## src/rtl/updown_counter_param.sv

```systemverilog
// Parameterised up/down counter with load, terminal-count pulse and zero/max flags.
// Define UDCNT_SATURATE_EN to hold at the boundaries instead of wrapping.
module updown_counter_param #(
  parameter int unsigned           WIDTH   = 8,
  parameter logic [WIDTH-1:0]      MAX_VAL = '1
) (
  input  logic             clk,
  input  logic             rst,
  input  logic             en,
  input  logic             ud,
  input  logic             load,
  input  logic [WIDTH-1:0] load_val,
  output logic [WIDTH-1:0] count,
  output logic             tc,
  output logic             at_zero,
  output logic             at_max
);

  logic [WIDTH-1:0] count_d, count_q;
  logic             tc_d, tc_q;

  always_comb begin
    count_d = count_q;
    tc_d    = 1'b0;
    if (load) begin
      count_d = (load_val > MAX_VAL) ? MAX_VAL : load_val;
    end else if (en) begin
      if (ud) begin
        if (count_q >= MAX_VAL) begin
          tc_d = 1'b1;
`ifdef UDCNT_SATURATE_EN
          count_d = MAX_VAL;
`else
          count_d = '0;
`endif
        end else begin
          count_d = count_q + 1'b1;
        end
      end else begin
        if (count_q == '0) begin
          tc_d = 1'b1;
`ifdef UDCNT_SATURATE_EN
          count_d = '0;
`else
          count_d = MAX_VAL;
`endif
        end else begin
          count_d = count_q - 1'b1;
        end
      end
    end
  end

  always_ff @(posedge clk) begin
    if (rst) begin
      count_q <= '0;
      tc_q    <= 1'b0;
    end else begin
      count_q <= count_d;
      tc_q    <= tc_d;
    end
  end

  assign count   = count_q;
  assign tc      = tc_q;
  assign at_zero = (count_q == '0);
  assign at_max  = (count_q == MAX_VAL);

endmodule

```

## config.mk

```make
export PLATFORM = sky130hd
export DESIGN_NAME = updown_counter_param
export DESIGN_NICKNAME = d
export VERILOG_FILES = /design/src/rtl/updown_counter_param.sv
export SDC_FILE = /design/constraint.sdc
export NUM_CORES = 1
export LEC_CHECK = 0
export ABC_CLOCK_PERIOD_IN_PS = 1850
export BUFFER_PORTS_ARGS = -buffer_cell sky130_fd_sc_hd__buf_2
export CAP_MARGIN = 20
export CELL_PAD_IN_SITES_DETAIL_PLACEMENT = 1
export CELL_PAD_IN_SITES_GLOBAL_PLACEMENT = 2
export CORE_MARGIN = 4
export CORE_UTILIZATION = 30
export CTS_BUF_LIST = sky130_fd_sc_hd__clkbuf_4
export DETAILED_ROUTE_END_ITERATION = 10
export GPL_TIMING_DRIVEN = 0
export HOLD_SLACK_MARGIN = 0.06
export PLACE_DENSITY = 0.78
export SYNTH_ARGS = -nofsm -noshare
export SYNTH_HDL_FRONTEND = slang
export SYNTH_SLANG_ARGS = --single-unit
```

## constraint.sdc

```tcl
create_clock -name clk -period 1.85 [get_ports clk]
set_input_delay 0.37 -clock clk [delete_from_list [all_inputs] [get_ports clk]]
set_output_delay 0.37 -clock clk [all_outputs]
set_load 0.01 [all_outputs]
```

==> reports/qor.csv <==
stage;metric;value;unit
run_status;status;finished, final reports clean;
synthesis;yosys-top-cells-area;dfxtp_1 20%, a21oi_1 5.4%, ha_1 4.1%, nand3_1 3.8%, buf_6 3.7%;
floorplan;num_rows;19;
clock_tree;clock_latency;270;ps
setup_path;cp.arrival;1420;ps
run;maxCapViolCount;0;
cells_and_area;antenna_cells;0;
cells_and_area;n_fill_cell;375;
sta;min_period;1788;ps
cells_and_area;layout_common_cells;22 x buf_2, 10 x a21oi_1, 8 x nand2_1;
setup_path;cp-end-kind;output pin;
cells_and_area;register_area;190.2;um2
placed_design;gp_congestion;0.8073;
placed_design;port_buffers;21;
floorplan;ioPinCount;24;
synthesis;synth-seq-cells;9;
cells_and_area;area_growth;24.97;%
power_and_ir_drop;power_frac_comb;0.406;
synthesis;synth_top_area_share;0.1954;
clock_tree;clkTransAtPathRegs;70;ps
clock_tree;numCtsBuffers;3;
sta;finalWorstSetupSlack;61.81;ps
clock_tree;cts_sinks;9;
sta;final-max-slew-violation-count;0;
detailed_routing;drc;0;
floorplan;initial_core_util;0.3232;
global_routing;grt_pass1_vias;1032;
synthesis;yosys_most_used_dff;dfxtp_1;
floorplan;die_h;63.44;um
power_and_ir_drop;p_int;0.4362;mW
clock_tree;postCtsHoldBufs;0;
sta;finalHoldViolCount;0;
cells_and_area;utilization;0.4039;
global_routing;grt.overflow.total;0;
power_and_ir_drop;switching_share;0.3800;
power_and_ir_drop;leakage;0.4510;nW
setup_path;startpoint;count[6];
setup_path;startpoint_type;flip-flop;
clock_tree;cts_tree;built;
cells_and_area;fin_nets;165;
power_and_ir_drop;p_sw;0.2673;mW
cells_and_area;multiInputGateArea;678.2;um2
clock_tree;clock_path_buffers;2;
synthesis;synth_edf_count;0;
cells_and_area;drive_gt1_frac;0.3446;
floorplan;core_area;2853;um2
detailed_routing;vias;1027;
detailed_routing;wl;3060;um
sta;skew;2.775;ps
sta;finalSetupViolations;0;
synthesis;yosys_warnings;0;
sta;worst_pin_slew;543.0;ps
synthesis;synth_area;922.1;um2
cells_and_area;final_common_cell;buf_2;
power_and_ir_drop;max-vdd-ir-drop;0.4183;mV
synthesis;synth.avg_cell_area;7.621;um2
global_routing;antenna_found_initial;0;
setup_path;crit_required;1480;ps
clock_tree;cts_root_buf;clkbuf_4;
sta;slew-limit-headroom;0.6380;
setup_path;criticalPathCategory;flip-flop to output pin;
sta;hold_slack;353.5;ps
detailed_routing;first_iter_violations;49;
clock_tree;cts_max_level;1;
setup_path;rrSetupSlack;170;ps
detailed_routing;wl_per_cell;17.09;um
sta;fmax;559.2;MHz
detailed_routing;via_per_inst;5.737;
synthesis;post-synth-top-area-cell;dfxtp_1;
setup_path;worstPathMaxFanout;6;
power_and_ir_drop;seqPwrFrac;0.338;
global_routing;grt_pass1_wl;5119;um
power_and_ir_drop;clockPowerShare;0.256;
global_routing;grt_max_degree;13;
setup_path;r2r-start;count[0];
synthesis;syn_nets;137;
placed_design;place_ws;-5.456;ps
floorplan;die_w;63.44;um
synthesis;yosysUniqueCellTypes;50;
synthesis;ys_seq_area_frac;0.1954;
floorplan;die-area;4025;um2
power_and_ir_drop;power.density;610.5;nW/um2
placed_design;dp_hpwl;2292;um
sta;fin_crit_sh;0.9666;
power_and_ir_drop;total_power;0.7035;mW
synthesis;async_flop_share;0;
hold_path;hp-class;input pin to flip-flop;
global_routing;grt_util_all_layers;0.1581;
synthesis;syn_inst;121;
detailed_routing;antenna_left;0;
hold_path;hold_path.startpoint;load_val[0];
detailed_routing;drtPass1Iterations;4;
[power groups by stage]
| stage | clock network (mW) | registers (mW) | logic [mW] |
|---|---|---|---|
| 5_1_grt | 0.196 | 0.242 | 0.314 |
| 4_1_cts | 0.183 | 0.241 | 0.274 |
| 6_report | 0.180 | 0.238 | 0.286 |
| 3_3_place_gp | 0 | 0.239 | 0.257 |
| 3_5_place_dp | 0 | 0.240 | 0.261 |
| 2_1_floorplan | 0 | 0.240 | 0.181 |
[synth_stat cells (3+ instances only)]
cell and n:
a31oi_1 4, o22ai_1 4, dfxtp_1 9, inv_1 7
nand2b_1 4, nand3_1 7, clkbuf_1 3, nor3_2 3
nor2_1 4, nor3_1 4, buf_6 3, o21ai_0 4
nor3b_1 4, ha_1 3, a21oi_1 10, nand2_1 8
[worst paths after layout]
path              endpoint  cells past startpoint
setup / recovery   at_zero                      3
hold / removal    count[0]                      3
setup reg to reg  count[3]                      6
hold reg to reg   count[0]                      2
[metal layers]
metal	GRT usage	wire, um	vias to the layer above	part of all wire
met5	0	0	-	0
met4	0.02965	36	0	0.012
met3	0.04263	117	4	0.038
met2	0.2686	1460	19	0.48
met1	0.2002	1446	491	0.47
li1	-	-	513	-
[worst max-delay path, cell delays in order (launching register included)]
cell	delay, ps
dfxtp_4	360
or3_4	410
nor4_4	210
buf_2	160
[cell type report]
cell class                      count  area share
Clock buffer                        4     0.02606
Sequential cell                     9      0.1650
Inverter                            8     0.02606
Timing Repair Buffer               24      0.1107
Buffer                              9     0.04995
Multi-Input combinational cell     94      0.5885
Tap cell                           31     0.03366
[cells by family after synthesis]
group	count (synthesis)	synth area share
simple gates	51	0.3392
buf+inv	18	0.1072
mux	2	0.02307
compound gates	36	0.2754
fa+ha+maj	3	0.04071
xor+xnor	2	0.01900
flops	9	0.1954
[timing repair]
item | CTS | global route
endpoints found under the setup margin | 3 | 1
gates resized for setup | 8 | 3
buffers inserted | 1 | 2
pin swaps | 2 | 0
[registers in the layout (all words and copies together), names as in the netlist]
name / flops
count: 8
tc: 1
[metrics by stage]
stage,instance area [um2],cells,TNS [ps]
after CTS,1124,177,0
after floorplan,922.1,121,0
after detailed placement,1066,173,-5.456
after global routing,1152,179,-0.3421
after global placement,1066,173,0
final,1152,179,0
Note: power is estimated with default switching activity, not from simulation.
